--- src/rtl/mem_port_ctrl_if.sv ---
// Core-side and memory-side signals of the memory port controller.
// master = core/memory environment, slave = controller.
interface mem_port_ctrl_if #(
  parameter int unsigned WORDSIZE  = 16,
  parameter int unsigned ADDRWIDTH = 16
);
  logic                 req;
  logic                 we;
  logic [ADDRWIDTH-1:0] addr;
  logic [WORDSIZE-1:0]  wdata;
  logic                 busy;
  logic [WORDSIZE-1:0]  rdata;
  logic                 rvalid;
  logic                 wdone;
  logic                 halt;
  logic [ADDRWIDTH-1:0] Addr;
  logic                 RD;
  logic                 WR;
  logic [WORDSIZE-1:0]  DataOut;
  logic [WORDSIZE-1:0]  DataIn;

  modport master (
    output req, we, addr, wdata, DataIn,
    input  busy, rdata, rvalid, wdone, halt, Addr, RD, WR, DataOut
  );

  modport slave (
    input  req, we, addr, wdata, DataIn,
    output busy, rdata, rvalid, wdone, halt, Addr, RD, WR, DataOut
  );
endinterface

--- src/rtl/mem_port_ctrl.sv ---
// Memory port controller: turns single-cycle core requests into timed RD/WR
// strobes; an all-ones address halts the port until Reset.
module mem_port_ctrl #(
  parameter int unsigned WORDSIZE  = 16,
  parameter int unsigned ADDRWIDTH = 16,
  parameter int unsigned RD_LAT    = 2,
  parameter int unsigned WR_LEN    = 2
) (
  input logic            Clk1,
  input logic            Reset,
  mem_port_ctrl_if.slave bus
);

  typedef enum logic [1:0] {IDLE, READ, WRITE, HALT} state_t;

  state_t               state, state_n;
  logic [3:0]           cnt, cnt_n;
  logic                 rd_n, wr_n, rvalid_n, wdone_n, halt_n;
  logic [ADDRWIDTH-1:0] addr_n;
  logic [WORDSIZE-1:0]  dout_n, rdata_n;

  assign bus.busy = (state != IDLE);

  always_comb begin
    state_n  = state;
    cnt_n    = cnt;
    rd_n     = 1'b0;
    wr_n     = 1'b0;
    rvalid_n = 1'b0;
    wdone_n  = 1'b0;
    halt_n   = bus.halt;
    addr_n   = bus.Addr;
    dout_n   = bus.DataOut;
    rdata_n  = bus.rdata;
    case (state)
      IDLE: begin
        if (bus.req) begin
          addr_n = bus.addr;
          dout_n = bus.wdata;
          if (&bus.addr) begin
            state_n = HALT;
            halt_n  = 1'b1;
          end else if (bus.we) begin
            state_n = WRITE;
            wr_n    = 1'b1;
            cnt_n   = 4'(WR_LEN);
          end else begin
            state_n = READ;
            rd_n    = 1'b1;
            cnt_n   = 4'(RD_LAT);
          end
        end
      end
      // cnt counts remaining strobe cycles including the current one
      READ: begin
        if (cnt == 4'd1) begin
          rdata_n  = bus.DataIn;
          rvalid_n = 1'b1;
          cnt_n    = '0;
          state_n  = IDLE;
        end else begin
          rd_n  = 1'b1;
          cnt_n = cnt - 4'd1;
        end
      end
      WRITE: begin
        if (cnt == 4'd1) begin
          wdone_n = 1'b1;
          cnt_n   = '0;
          state_n = IDLE;
        end else begin
          wr_n  = 1'b1;
          cnt_n = cnt - 4'd1;
        end
      end
      HALT: state_n = HALT;
      default: state_n = IDLE;
    endcase
  end

  always_ff @(posedge Clk1 or posedge Reset) begin
    if (Reset) begin
      state       <= IDLE;
      cnt         <= '0;
      bus.RD      <= 1'b0;
      bus.WR      <= 1'b0;
      bus.rvalid  <= 1'b0;
      bus.wdone   <= 1'b0;
      bus.halt    <= 1'b0;
      bus.Addr    <= '0;
      bus.DataOut <= '0;
      bus.rdata   <= '0;
    end else begin
      state       <= state_n;
      cnt         <= cnt_n;
      bus.RD      <= rd_n;
      bus.WR      <= wr_n;
      bus.rvalid  <= rvalid_n;
      bus.wdone   <= wdone_n;
      bus.halt    <= halt_n;
      bus.Addr    <= addr_n;
      bus.DataOut <= dout_n;
      bus.rdata   <= rdata_n;
    end
  end

endmodule

--- src/flat_wrapper.sv ---
// flat-port wrapper written by rule: the top's interface ports become plain ports
module mem_port_ctrl_flat 
#(
  parameter int unsigned WORDSIZE  = 16,
  parameter int unsigned ADDRWIDTH = 16,
  parameter int unsigned RD_LAT    = 2,
  parameter int unsigned WR_LEN    = 2
)
  (Clk1, Reset, bus_req, bus_we, bus_addr, bus_wdata, bus_DataIn, bus_busy, bus_rdata, bus_rvalid, bus_wdone, bus_halt, bus_Addr, bus_RD, bus_WR, bus_DataOut);
  mem_port_ctrl_if #(.WORDSIZE(WORDSIZE), .ADDRWIDTH(ADDRWIDTH)) bus_i ();
  input logic Clk1;
  input logic Reset;
  input wire logic [$bits(bus_i.req)-1:0] bus_req;
  input wire logic [$bits(bus_i.we)-1:0] bus_we;
  input wire logic [$bits(bus_i.addr)-1:0] bus_addr;
  input wire logic [$bits(bus_i.wdata)-1:0] bus_wdata;
  input wire logic [$bits(bus_i.DataIn)-1:0] bus_DataIn;
  output wire logic [$bits(bus_i.busy)-1:0] bus_busy;
  output wire logic [$bits(bus_i.rdata)-1:0] bus_rdata;
  output wire logic [$bits(bus_i.rvalid)-1:0] bus_rvalid;
  output wire logic [$bits(bus_i.wdone)-1:0] bus_wdone;
  output wire logic [$bits(bus_i.halt)-1:0] bus_halt;
  output wire logic [$bits(bus_i.Addr)-1:0] bus_Addr;
  output wire logic [$bits(bus_i.RD)-1:0] bus_RD;
  output wire logic [$bits(bus_i.WR)-1:0] bus_WR;
  output wire logic [$bits(bus_i.DataOut)-1:0] bus_DataOut;
  assign bus_i.req = bus_req;
  assign bus_i.we = bus_we;
  assign bus_i.addr = bus_addr;
  assign bus_i.wdata = bus_wdata;
  assign bus_i.DataIn = bus_DataIn;
  assign bus_busy = bus_i.busy;
  assign bus_rdata = bus_i.rdata;
  assign bus_rvalid = bus_i.rvalid;
  assign bus_wdone = bus_i.wdone;
  assign bus_halt = bus_i.halt;
  assign bus_Addr = bus_i.Addr;
  assign bus_RD = bus_i.RD;
  assign bus_WR = bus_i.WR;
  assign bus_DataOut = bus_i.DataOut;
  mem_port_ctrl #(.WORDSIZE(WORDSIZE), .ADDRWIDTH(ADDRWIDTH), .RD_LAT(RD_LAT), .WR_LEN(WR_LEN)) u_core (.Clk1(Clk1), .Reset(Reset), .bus(bus_i));
endmodule
--- config.mk ---
export PLATFORM = sky130hd
export DESIGN_NAME = mem_port_ctrl_flat
export DESIGN_NICKNAME = d
export VERILOG_FILES = /design/src/rtl/mem_port_ctrl_if.sv /design/src/rtl/mem_port_ctrl.sv /design/src/flat_wrapper.sv
export SDC_FILE = /design/constraint.sdc
export NUM_CORES = 1
export LEC_CHECK = 0
export BUFFER_PORTS_ARGS = -buffer_cell sky130_fd_sc_hd__buf_2
export CORE_MARGIN = 2
export CORE_UTILIZATION = 40
export DETAILED_ROUTE_END_ITERATION = 10
export GPL_ROUTABILITY_DRIVEN = 1
export PLACE_DENSITY_LB_ADDON = 0.08
export SLEW_MARGIN = 20
export SYNTH_ARGS = -nofsm -noshare
export SYNTH_HDL_FRONTEND = slang
export SYNTH_SLANG_ARGS = --single-unit
export TNS_END_PERCENT = 10
--- constraint.sdc ---
create_clock -name Clk1 -period 1.62 [get_ports Clk1]
set_input_delay 0.162 -clock Clk1 [delete_from_list [all_inputs] [get_ports Clk1]]
set_output_delay 0.162 -clock Clk1 [all_outputs]
set_load 0.01 [all_outputs]
==> results.ini <==
[run_status]
status=finished, final reports clean

[pwr]
max-vdd-ir-drop_v=0.000511
switching_share_pct=19.8
finalPower_uw=2950
comb_power_share_pct=3.7
switching_power_uw=585
p_int_uw=2370
seqPwrFrac_pct=50.0
pwr-share-clk_pct=46.3
power_density_nw_per_um2=852
p_leak_uw=0.00200

[floorplanning]
initial_core_util_pct=41.1
rows=28
die_area_um2=6680
die_x_um=81.7
io-pin-count=106
core_area_um2=5890
die_h_um=81.7

[worst_setup_path]
worst_setup_path_end_kind=flip-flop
cp_max_fo=8
critical_path_required_ps=1830
cp-start-kind=flip-flop
cp.arrival_ps=1790
crit_type=reg -> reg

[clocking]
cts_buffer_depth=2
clk_pin_slew_ps=60
cts_sinks=59
cts_tree=done
cts_made_buffers=9
cts_setup_buffers=0
cts-htree-levels=3
clk_latency_ps=320
root_buffer=clkbuf_8

[route]
highest-signal-layer=met4
dr.pass1.iters=3
drt_iter0_drc=23
drt-total-wl_um=5290
routedWlPerCell_um=14.1
wl_met1_um=2330
drcViolationCount=0
ant_nets=0
wl_met3_um=472
vias=1773
route.met2.wl_um=2440
via_per_inst=4.74

[finish]
layout-drive-gt1-share_pct=64.2
instances_no_fill=374
synthToLayoutAreaGrowth_pct=43.4
antennaDiodeCount=0
nFillCells=512
nets=352

[global_route]
grt_overflow=0
antenna_found_initial=0
grt_max_degree=34
grt_use_total_pct=16.5
grt_pass1_wl_um=8270
first_global_vias=1712

[logic_synthesis]
ys_async_sr_fraction_pct=100
synthAdderAreaFrac_pct=3.11
ys_seq_area_share_pct=61.1
synth.distinct_cells=29
synth_top_cell_area_share_pct=61.1
syn_nets=227
synthTopCellsByArea=dfrtp_1 (61%), mux2_2 (22%), ha_1 (3.1%)
synth_mux_area_share_pct=23.4
yosys_warnings=0
synth-seq-cells=59
synth_ff_type=dfrtp_1
synth_top_area_cell=dfrtp_1
syn_avg_cell_area_um2=14.3
syn_inst=169
syn-cell-area_um2=2420
synth_edf_count=0
yosysMostFrequentCell=dfrtp_1
synth_xor_area_share_pct=0
yosys.area_share.simple_pct=6.00
synth_top_family_by_area=multiplexers
synth-compound-area-share_pct=3.93
yosys-top-cells-count=dfrtp_1 (59), mux2_2 (48), inv_1 (8)

[timing]
maxSlewViolCount=0
finalCritPeriodShare_pct=97.3
skew_ps=4.47
fmax_ghz=0.634
finalCriticalPeriod_ps=1580
worst_pin_slew_ps=457
finalHoldWorstSlack_ps=66.5
setup_viol=0
hold_violations=0
slew_headroom_pct=69.5
setup_ws_ps=43.8
grt_setup_unrepaired=yes

[place]
pre_cts_slack_ps=-51.1
place.gp.congestion=0.785
placed_cells=355
port_buffers=105
dp_hpwl_um=3800

[flow_run]
maxCapViolations=0

[worst_hold_path]
hold_path.class=in -> reg

[worst paths after layout]
kind                                  from                     end  slack, ps  cells past startpoint
setup / recovery             u_core.cnt[1]    u_core.bus.rdata[14]         40                      6
hold reg to reg            u_core.bus.halt         u_core.bus.halt        480                      1
hold / removal               bus_wdata[15]  u_core.bus.DataOut[15]         70                      2
max in group asynchronous            Reset     u_core.bus.rdata[5]        690                      4
setup reg to reg             u_core.cnt[1]    u_core.bus.rdata[14]         40                      6
min in group asynchronous            Reset           u_core.cnt[3]        400                      3
[cells in the final DEF (no fill, tap or decap), types with 2 or more instances in the layout]
master	netlist	layout
nand4_1	4	4
buf_2	3	105
ha_4	0	2
dfrtp_1	59	59
mux2_2	48	47
o21ai_0	4	4
nand2_1	4	3
clkbuf_8	0	12
buf_4	0	10
nor2_1	3	2
a21o_1	2	2
inv_2	0	2
a22o_1	3	2
ha_1	6	4
inv_1	8	6
buf_12	0	3
mux2_4	1	2
a21oi_1	2	2
clkbuf_1	1	3
nand3_1	4	4
clkbuf_16	0	2
[critical path, stage by stage, from the launching register on]
cell	delay, ps
dfrtp_1	390
inv_2	80
ha_4	130
nor3b_4	180
and2_4	200
clkbuf_16	160
mux2_2	330
[logic make-up (layout without fill, tap and decap cells)]
kind of cell / count (synthesis) / count (layout)
flip-flops: 59 / 59
buffers and inverters: 15 / 145
AND/OR/NAND/NOR: 25 / 25
multiplexers: 50 / 50
AO/OA/AOI/OAI: 14 / 14
adder cells (fa/ha/maj): 6 / 6
[layout make-up]
| class | instances | area (um2) | area share (%) |
|---|---|---|---|
| sequential | 59 | 1480 | 42.6 |
| clock buffer | 15 | 176 | 5.09 |
| timing repair buffer | 121 | 721 | 20.8 |
| tap | 75 | 93.8 | 2.71 |
| clock inverter | 1 | 30.0 | 0.866 |
| multi-input combinational | 95 | 940 | 27.1 |
| inverter | 8 | 30.0 | 0.866 |
[metrics by stage]
| stage | instance area [um2] | TNS (ps) | util [%] |
|---|---|---|---|
| 6_report | 3470 | 0 | 58.9 |
| 5_1_grt | 3470 | -161 | 58.9 |
| 4_1_cts | 3370 | 0 | 57.3 |
| 3_5_place_dp | 3150 | -310 | 53.5 |
| 3_3_place_gp | 3150 | -56.5 | 53.5 |
| 2_1_floorplan | 2430 | -350 | - |
[state kept, by name, summed over array words and instances (netlist names), 2 cells and up]
name and count:
u_core.bus.rdata 16, u_core.cnt 4, u_core.state 2, u_core.bus.DataOut 16, u_core.bus.Addr 16
[what timing repair did]
item                                   in CTS  in global routing
hold buffers                                1                  0
setup endpoints to repair                  18                 51
pin swaps                                   1                  2
resized for setup                           5                  7
cloned                                      0                  2
endpoints found under the hold margin      18                  0
[layer usage]
layer	vias to the layer above	GRT usage, %
li1	849	-
met3	6	4.95
met1	846	21.7
met5	-	0
met2	72	25.5
met4	0	7.00
[power by group through the flow]
stage,Sequential (uW),Clock [uW],Combinational (uW)
after detailed placement,1500,0,111
after CTS,1480,1400,113
after global placement,1500,0,111
after floorplan,1500,0,27.6
after global routing,1480,1490,128
final,1480,1370,110
No activity file was read; power rests on OpenSTA's default activity.
